### config.mk
export PLATFORM = sky130hd
export DESIGN_NAME = mul_unit
export DESIGN_NICKNAME = d
export VERILOG_FILES = /design/src/rtl/mul_pkg.sv /design/src/rtl/mul_step.sv /design/src/rtl/mul_unit.sv
export SDC_FILE = /design/constraint.sdc
export NUM_CORES = 1
export LEC_CHECK = 0
export CAP_MARGIN = 0
export CORE_MARGIN = 4
export CORE_UTILIZATION = 54
export CTS_CLUSTER_SIZE = 25
export DETAILED_ROUTE_END_ITERATION = 16
export GPL_TIMING_DRIVEN = 0
export PLACE_DENSITY = 0.78
export SLEW_MARGIN = 30
export SYNTH_ARGS = -nofsm -noshare
export SYNTH_HDL_FRONTEND = slang
export SYNTH_SLANG_ARGS = --single-unit
export TNS_END_PERCENT = 100
### constraint.sdc
create_clock -name clk -period 10.6 [get_ports clk]
set_input_delay 2.12 -clock clk [delete_from_list [all_inputs] [get_ports clk]]
set_output_delay 2.12 -clock clk [all_outputs]
set_load 0.03 [all_outputs]
### src/rtl/mul_pkg.sv
`default_nettype none
// +----------------------------------------------------------------------------+
// | mul_pkg                                                                    |
// | Shared constants for the iterative multiplier: widths and FSM encodings.   |
// | Rev 1.0                                                                    |
// +----------------------------------------------------------------------------+
package mul_pkg;

  localparam int MUL_WIDTH = 32;

  localparam logic [1:0] IDLE = 2'd0;
  localparam logic [1:0] RUN  = 2'd1;
  localparam logic [1:0] DONE = 2'd2;

  // Counter must hold N itself, hence N+1 codes.
  function automatic int cnt_width(input int n);
    return $clog2(n + 1);
  endfunction

endpackage
`default_nettype wire

### src/rtl/mul_step.sv
`default_nettype none
// +----------------------------------------------------------------------------+
// | mul_step                                                                   |
// | One combinational shift-add iteration retiring BITS_PER_CYCLE bits.        |
// | Rev 1.0                                                                    |
// +----------------------------------------------------------------------------+
module mul_step
  import mul_pkg::*;
#(
  parameter int WIDTH          = MUL_WIDTH,
  parameter int BITS_PER_CYCLE = 1
) (
  input  logic [2*WIDTH-1:0]        i_prod,
  input  logic [2*WIDTH-1:0]        i_mcand,
  input  logic [BITS_PER_CYCLE-1:0] i_bits,
  output logic [2*WIDTH-1:0]        o_prod_next
);

  always_comb begin
    o_prod_next = i_prod;
    for (int i = 0; i < BITS_PER_CYCLE; i++) begin
      if (i_bits[i]) begin
        o_prod_next = o_prod_next + (i_mcand << i);
      end
    end
  end

endmodule
`default_nettype wire

### src/rtl/mul_unit.sv
`default_nettype none
// +----------------------------------------------------------------------------+
// | mul_unit                                                                   |
// | Fixed-latency iterative multiplier/accumulator (MUL/MLA/xMULL/xMLAL).      |
// | Rev 1.0                                                                    |
// +----------------------------------------------------------------------------+
module mul_unit
  import mul_pkg::*;
#(
  parameter int WIDTH          = MUL_WIDTH,
  parameter int BITS_PER_CYCLE = 1
) (
  input  logic             clk,
  input  logic             reset,
  input  logic             Start,
  input  logic [WIDTH-1:0] SrcA,
  input  logic [WIDTH-1:0] SrcB,
  input  logic             IsSigned,
  input  logic             Long,
  input  logic             AccEn,
  input  logic [WIDTH-1:0] AccLo,
  input  logic [WIDTH-1:0] AccHi,
  input  logic             HiSel,
  output logic             Busy,
  output logic             Done,
  output logic [WIDTH-1:0] ResultLo,
  output logic [WIDTH-1:0] ResultHi,
  output logic [WIDTH-1:0] Result
);

  localparam int             N   = WIDTH / BITS_PER_CYCLE;
  localparam int             CW  = cnt_width(N);
  localparam logic [CW-1:0]  C_N = CW'(N);

  logic [1:0]         r_state;
  logic [CW-1:0]      r_cnt;
  logic [2*WIDTH-1:0] r_mcand;
  logic [WIDTH-1:0]   r_mplier;
  logic [2*WIDTH-1:0] r_prod;
  logic [2*WIDTH-1:0] r_acc;
  logic               r_neg;
  logic               r_acc_en;
  logic [WIDTH-1:0]   r_res_lo;
  logic [WIDTH-1:0]   r_res_hi;

  logic               w_signed;
  logic [WIDTH-1:0]   w_abs_a;
  logic [WIDTH-1:0]   w_abs_b;
  logic               w_launch;
  logic [2*WIDTH-1:0] w_prod_next;
  logic [2*WIDTH-1:0] w_final;

  assign w_signed = IsSigned & Long;
  // The most-negative operand negates to itself, which reads correctly as unsigned 2^(W-1).
  assign w_abs_a  = (w_signed && SrcA[WIDTH-1]) ? (~SrcA + 1'b1) : SrcA;
  assign w_abs_b  = (w_signed && SrcB[WIDTH-1]) ? (~SrcB + 1'b1) : SrcB;
  assign w_launch = Start && ((r_state == IDLE) || (r_state == DONE));

  mul_step #(
    .WIDTH          (WIDTH),
    .BITS_PER_CYCLE (BITS_PER_CYCLE)
  ) u_step (
    .i_prod      (r_prod),
    .i_mcand     (r_mcand),
    .i_bits      (r_mplier[BITS_PER_CYCLE-1:0]),
    .o_prod_next (w_prod_next)
  );

  always_comb begin
    w_final = r_neg ? (~w_prod_next + 1'b1) : w_prod_next;
    if (r_acc_en) begin
      w_final = w_final + r_acc;
    end
  end

  always_ff @(posedge clk or posedge reset) begin
    if (reset) begin
      r_state  <= IDLE;
      r_cnt    <= '0;
      r_mcand  <= '0;
      r_mplier <= '0;
      r_prod   <= '0;
      r_acc    <= '0;
      r_neg    <= 1'b0;
      r_acc_en <= 1'b0;
      r_res_lo <= '0;
      r_res_hi <= '0;
    end else begin
      case (r_state)
        RUN: begin
          r_prod   <= w_prod_next;
          r_mcand  <= r_mcand << BITS_PER_CYCLE;
          r_mplier <= r_mplier >> BITS_PER_CYCLE;
          r_cnt    <= r_cnt - 1'b1;
          if (r_cnt == CW'(1)) begin
            r_res_lo <= w_final[WIDTH-1:0];
            r_res_hi <= w_final[2*WIDTH-1:WIDTH];
            r_state  <= DONE;
          end
        end
        IDLE, DONE: begin
          if (w_launch) begin
            r_state  <= RUN;
            r_cnt    <= C_N;
            r_mcand  <= {{WIDTH{1'b0}}, w_abs_a};
            r_mplier <= w_abs_b;
            r_prod   <= '0;
            r_neg    <= w_signed & (SrcA[WIDTH-1] ^ SrcB[WIDTH-1]);
            r_acc_en <= AccEn;
            r_acc    <= {(Long ? AccHi : {WIDTH{1'b0}}), AccLo};
          end else begin
            r_state <= IDLE;
          end
        end
        default: r_state <= IDLE;
      endcase
    end
  end

  assign Busy     = (r_state == RUN);
  assign Done     = (r_state == DONE);
  assign ResultLo = r_res_lo;
  assign ResultHi = r_res_hi;
  assign Result   = HiSel ? r_res_hi : r_res_lo;

endmodule
`default_nettype wire

Word level (Yosys, flattened, before mapping):

Index checks and enable logic that the tools add are counted.

* latch bits: 0
* bits of input ports: 135
* bits in read-only memories: 0
* memories: 0
* register bits after elaboration: 298
* memory bits (writable): 0
* output and inout port bits: 98

* bitwise operators: 6
* equality and inequality tests: 5
* mux-type cells: 18
* add/subtract/negate cells: 6
* order comparisons: 0
* shifts and indexed selects: 0
* multiply operators: 0
* divide/modulo/power cells: 0
* reduce and logical (&&, ||, !) cells: 10

Operator list (count)
* 2-to-1 mux 64 bit: 5
* case mux 64 bit (2 select lines): 2
* 2-to-1 mux 32 bit: 5
* adder 64 bit: 2
* adder 32 x 1 -> 32 bit (second input constant): 2
* adder 64 x 1 -> 64 bit (second input constant): 1
* inverter 32 bit: 2
* inverter 64 bit: 1
* case mux 32 bit (2 select lines): 1
* case mux 6 bit (2 select lines): 1
* == test 6 x 1 -> 1 bit (second input constant): 1
* 2-to-1 mux 6 bit: 1
* AND reduction 2 bit: 3
* subtractor 6 x 1 -> 6 bit (second input constant): 1
* case mux 2 bit (2 select lines): 1
* logical AND 1 bit: 3
* bitwise AND 1 bit: 2
* == test 2 x 1 -> 1 bit (second input constant): 1
* == test 2 bit (second input constant): 1
* zero test 2 bit: 1
* 2-to-1 mux 2 bit: 1
* inequality test 2 x 1 -> 1 bit (second input constant): 1
* inequality test 2 bit (second input constant): 1
* nonzero test 2 bit: 1
* 4 further kinds: 4

Logic depth before layout (Yosys ltp):

* depth after elaboration: 7
* gate-level depth with buffers: 31

By module:

A second synthesis with hierarchy kept.

* cell total of the unflattened synthesis: 2818
* area total of the unflattened synthesis: 23557.6 µm²

Modules (own cells, without submodules)
* mul_unit: area each 18776.8 µm², cells an instance 2135, times used 1
* mul_step: area each 4780.8 µm², cells an instance 683, times used 1

Worst setup path after synthesis:

No wires, ideal clock.

* kind: reg-to-reg
* start point: reg r_mcand[0]
* end point: reg r_res_hi[26], in the netlist ResultHi[26]
* library setup time: 0.126 ns
* arrival: 6.970 ns
* required time: 10.474 ns
* period minus slack after synthesis: 7.096 ns
* path slack: 3.504 ns
* cell stages (with the launch flop): 29
* path buffers: 2
* path through: dfrtp_1 > ha_1 > fa_1 > a21oi_1 > and3b_1 > a211oi_4 > nand3_2 > or3_4 > or4_4 > or3_1 > buf_2 > or4b_1 > buf_2 > o31ai_2 > xor2_1 > ha_1 > a21o_1 > a21o_1 > a21oi_1 > o21bai_1 > a211oi_1 > o21ai_0 > o221ai_1 > nand2b_1 > nand3_1 > a221oi_1 > xor2_1 > nor2_1 > a221o_1

* cells in the longest elaborated chain, start to end: 7

RTL lines
* from (decl): RTL line mul_unit.sv:37 `logic [2*WIDTH-1:0] r_mcand;`
* from (signal assigned): RTL line mul_unit.sv:92 `r_mcand <= r_mcand << BITS_PER_CYCLE;`
* from (signal assigned): RTL line mul_unit.sv:105 `r_mcand <= {{WIDTH{1'b0}}, w_abs_a};`
* adder 64 bit *: RTL line mul_step.sv:23 `o_prod_next = o_prod_next + (i_mcand << i);`
* 2-to-1 mux 64 bit *: RTL line mul_step.sv:22 `if (i_bits[i]) begin`
* inverter 64 bit: RTL line mul_unit.sv:70 `w_final = r_neg ? (~w_prod_next + 1'b1) : w_prod_next;`
* adder 64 x 1 -> 64 bit: RTL line mul_unit.sv:70
* 2-to-1 mux 64 bit *: RTL line mul_unit.sv:70
* adder 64 bit: RTL line mul_unit.sv:72 `w_final = w_final + r_acc;`
* 2-to-1 mux 64 bit *: RTL line mul_unit.sv:71 `if (r_acc_en) begin`
* to (signal assigned): RTL line mul_unit.sv:97 `r_res_hi <= w_final[2*WIDTH-1:WIDTH];`
* to (decl): RTL line mul_unit.sv:44 `logic [WIDTH-1:0] r_res_hi;`

Every way passes the cells marked *; elsewhere a longest branch is shown, timed or not.
A chain may end at the register's enable or synchronous reset.

Final worst setup path:

* start point: reg r_mplier[0]
* end point: reg r_res_hi[31], in the netlist ResultHi[31]

* cells in the longest elaborated chain, start to end: 6

RTL lines
* from (decl): RTL line mul_unit.sv:38 `logic [WIDTH-1:0] r_mplier;`
* from (signal assigned): RTL line mul_unit.sv:93 `r_mplier <= r_mplier >> BITS_PER_CYCLE;`
* from (signal assigned): RTL line mul_unit.sv:106 `r_mplier <= w_abs_b;`
* 2-to-1 mux 64 bit *: RTL line mul_step.sv:22
* inverter 64 bit: RTL line mul_unit.sv:70
* adder 64 x 1 -> 64 bit: RTL line mul_unit.sv:70
* 2-to-1 mux 64 bit *: RTL line mul_unit.sv:70
* adder 64 bit: RTL line mul_unit.sv:72
* 2-to-1 mux 64 bit *: RTL line mul_unit.sv:71

Marks and branches as above.

==> run_results.csv <==
group,metric,value,unit
power,power.density,171.4,nW/um2
power,ir_drop,0.0001569,V
clock_network,insertion_delay,0.57,ns
die,floorplan.die.height,222.3,um
clock_network,cts_setup_buffers,0,
clock_network,cts_buffers,37,
clock_network,hold_buffers,0,
routing,ant_nets,0,
synth,yosysTopAreaCell,"dfrtp_1",
synth,yosysTopAreaCellShare,30.08,%
sta,finalSetupViolations,0,
worst_setup_path,path_common_cell,"buf_2",
power,p_leak,0.01226,uW
die,ioPinCount,233,
power,power,5017,uW
global_route,grt_max_degree,95,
finish,nFillCells,3973,
job,max_cap_violations,0,
die,row_count,78,
routing,drt_pass1_iterations,6,
finish,fin_util,64.49,%
min_path,hold-path-cell-count,2,
die,die_area,49400,um2
place,place.gp.congestion,1.005,
synth,yosys_register_bits,298,
finish,multi_input_area,16370,um2
synth,synth_cells,3129,
clock_network,cts_resized,0,
worst_setup_path,arrival,10.44,ns
finish,nNetsFinal,3678,
die,chipWidth,222.3,um
finish,stdcell_area,29260,um2
synth,syn_area_per_cell,7.923,um2
worst_setup_path,cp_max_fo,10,
clock_network,cts_tree,"built",
finish,drive_gt1_share,4.461,%
synth,syn_nets,3406,
sta,fin_tns_setup,0,ns
global_route,grt_pass1_vias,25351,
clock_network,clkSlewWorstSetupHoldPaths,0.06,ns
sta,worstMarginPinSlew,1.080,ns
routing,post_drt_wl_per_cell,24.07,um
clock_network,root_buffer,"clkbuf_16",
synth,async_flop_share,100.0,%
clock_network,h-tree-depth,2,
worst_setup_path,worstRegToRegCells,28,
die,core,45380,um2
place,hpwl,76980,um
place,io_buffers,230,
clock_network,clock_sinks,298,
synth,ys.flop_type,"dfrtp_1",
sta,slew_viol_final,0,
sta,setup_ws,0.6051,ns
sta,max_slew_margin,28.00,%
routing,drt_wl_total,97000,um
global_route,antenna_found_initial,0,
worst_setup_path,required,11.04,ns
place,placed_cell_area,27940,um2
worst_setup_path,path_class,"reg -> reg",
worst_setup_path,worst_path_largest_cell_delay,0.70,ns
clock_network,clk_path_buf_depth,3,
sta,period_needed,9.995,ns
finish,areaGrowthSynthToFinish,18.05,%
place,dp_slack,1.097,ns
synth,netlist_top_cells_area,"dfrtp_1 (30%), nand2_1 (7.7%), ha_1 (7.1%), a21oi_1 (5.5%), o21ai_0 (5.5%)",
worst_setup_path,worstSetupStartpointType,"flip-flop",
worst_setup_path,crit_path_end_kind,"flip-flop",
synth,synth_area,24790,um2
finish,ff_latch_area,7457,um2
routing,drt_iter0_markers,3032,
finish,num_antenna_cells,0,
die,start_util,54.63,%
global_route,grt_use_total,37.55,%
sta,rsz0062_at_grt,"false",
synth,synthDistinctLibCells,93,
sta,report.final.hold_viol_count,0,
routing,via_per_inst,6.540,
min_path,hp-class,"reg -> reg",
global_route,grt.overflow.total,0,
routing,vias,26357,
worst_setup_path,cp_slowest_cell,"clkbuf_1",
routing,drc,0,
global_route,grt_pass1_wl,147300,um
sta,fin_crit_sh,94.29,%
synth,synth_edf_count,0,
status,status,"finished clean",
sta,clock.fmax,100.1,MHz
synth,ys_seq_area_share,30.08,%
sta,clock_skew,0.01671,ns
synth,yosys_warnings,0,
## state kept, by name, summed over array words and instances (netlist names)
name and flops:
r_neg 1, ResultHi 32, r_cnt 6, r_mcand 64
r_acc_en 1, r_acc 64, r_mplier 32, ResultLo 32
r_prod 64, r_state 2
## report_power, final
group | internal (uW) | switching [uW]
Clock | 853 | 541
Sequential | 1240 | 132
Combinational | 783 | 1470
Total | 2870 | 2140
## Yosys cell counts, types with 14 or more instances
library cell and count:
o41ai_1 14, a22oi_1 16, nand2b_1 29, nand4_1 48, o21ai_0 274, nor4_1 23, nand3_1 85, clkbuf_1 146
o22ai_1 24, a22o_1 50, xor2_1 87, o21ai_1 19, o31ai_1 30, a211oi_1 35, or3_1 31, mux2_2 33
a21o_1 50, ha_1 140, o211ai_1 59, dfrtp_1 298, nor3_1 59, xnor2_1 114, o21bai_1 26, inv_1 70
nor2b_1 26, a21oi_1 274, nand2_1 511, and3_1 18, mux2i_1 80, a31oi_1 31, o21a_1 16, nor2_1 180
buf_1 28
## cell families after synthesis
logic type	share of synthesized area (%)
AOI/OAI and AO/OA	26.59
muxes	4.820
xor gates and xnor gates	7.167
adders and majority gates	7.228
DFF	30.08
and+or+nand+nor	20.17
buffers and inverters	3.937
## per-stage QoR
step	instances	hold slack, ns
6_report	4030	0.4912
3_3_place_gp	3959	0.4679
2_1_floorplan	3129	0.4453
5_1_grt	4030	0.5105
4_1_cts	4030	0.4862
3_5_place_dp	3962	0.4681
## placed cells by master, fill, tap and decap left out, types with 16 or more instances in the layout
cell type and instances:
o21ai_0 274, ha_1 140, buf_1 28, o21a_1 16, a22o_1 50, dfrtp_1 298
nor3_1 59, or3_1 31, mux2_2 33, o22ai_1 24, xor2_1 87, clkdlybuf4s50_1 230
nand2b_1 29, a21o_1 50, and3_1 18, a21oi_1 274, o211ai_1 59, mux2i_1 80
o21ai_1 19, a211oi_1 35, xnor2_1 114, nand4_1 48, nor2b_1 26, nor4_1 23
clkbuf_16 39, o31ai_1 29, o21bai_1 26, a22oi_1 16, nand3_1 85, nand2_1 511
nor2_1 180, clkbuf_1 153, a31oi_1 31, inv_1 69
## per-layer routing
layer / vias up / routed length, um / GRT usage, %
li1: 12016 / - / -
met1: 12699 / 39540 / 49.16
met2: 1343 / 44020 / 61.27
met3: 299 / 7823 / 5.760
met4: 0 / 5613 / 17.81
met5: - / 0 / 0
## worst max-delay path: cells and delay by family (launching register included)
family,cells,cell delay (ns)
AO/OA/AOI/OAI,6,2.10
buffers and inverters,12,5.10
XOR/XNOR,4,0.94
adder cells (fa/ha/maj),1,0.18
AND/OR/NAND/NOR,3,0.64
multiplexers,2,0.51
flip-flops,1,0.34
## cell type report
class	instances	area share [%]
plain buffers	184	2.428
repair buffers	233	8.149
flip-flops and latches	298	25.48
clock inverters	13	0.6926
inverters	71	0.9363
well taps	600	2.565
multi-input cells	2576	55.93
clock buffers	55	3.814
## worst paths after layout
check | from | to | slack (ns)
setup / recovery | r_mplier[0] | ResultHi[31] | 0.61
hold / removal | r_acc[57] | r_acc[57] | 0.49
setup reg to reg | r_mplier[0] | ResultHi[31] | 0.61
hold reg to reg | r_acc[57] | r_acc[57] | 0.49
max in group asynchronous | reset | r_acc[9] | 7.73
min in group asynchronous | reset | r_prod[24] | 2.01
Power figures use the tool's default switching activity.
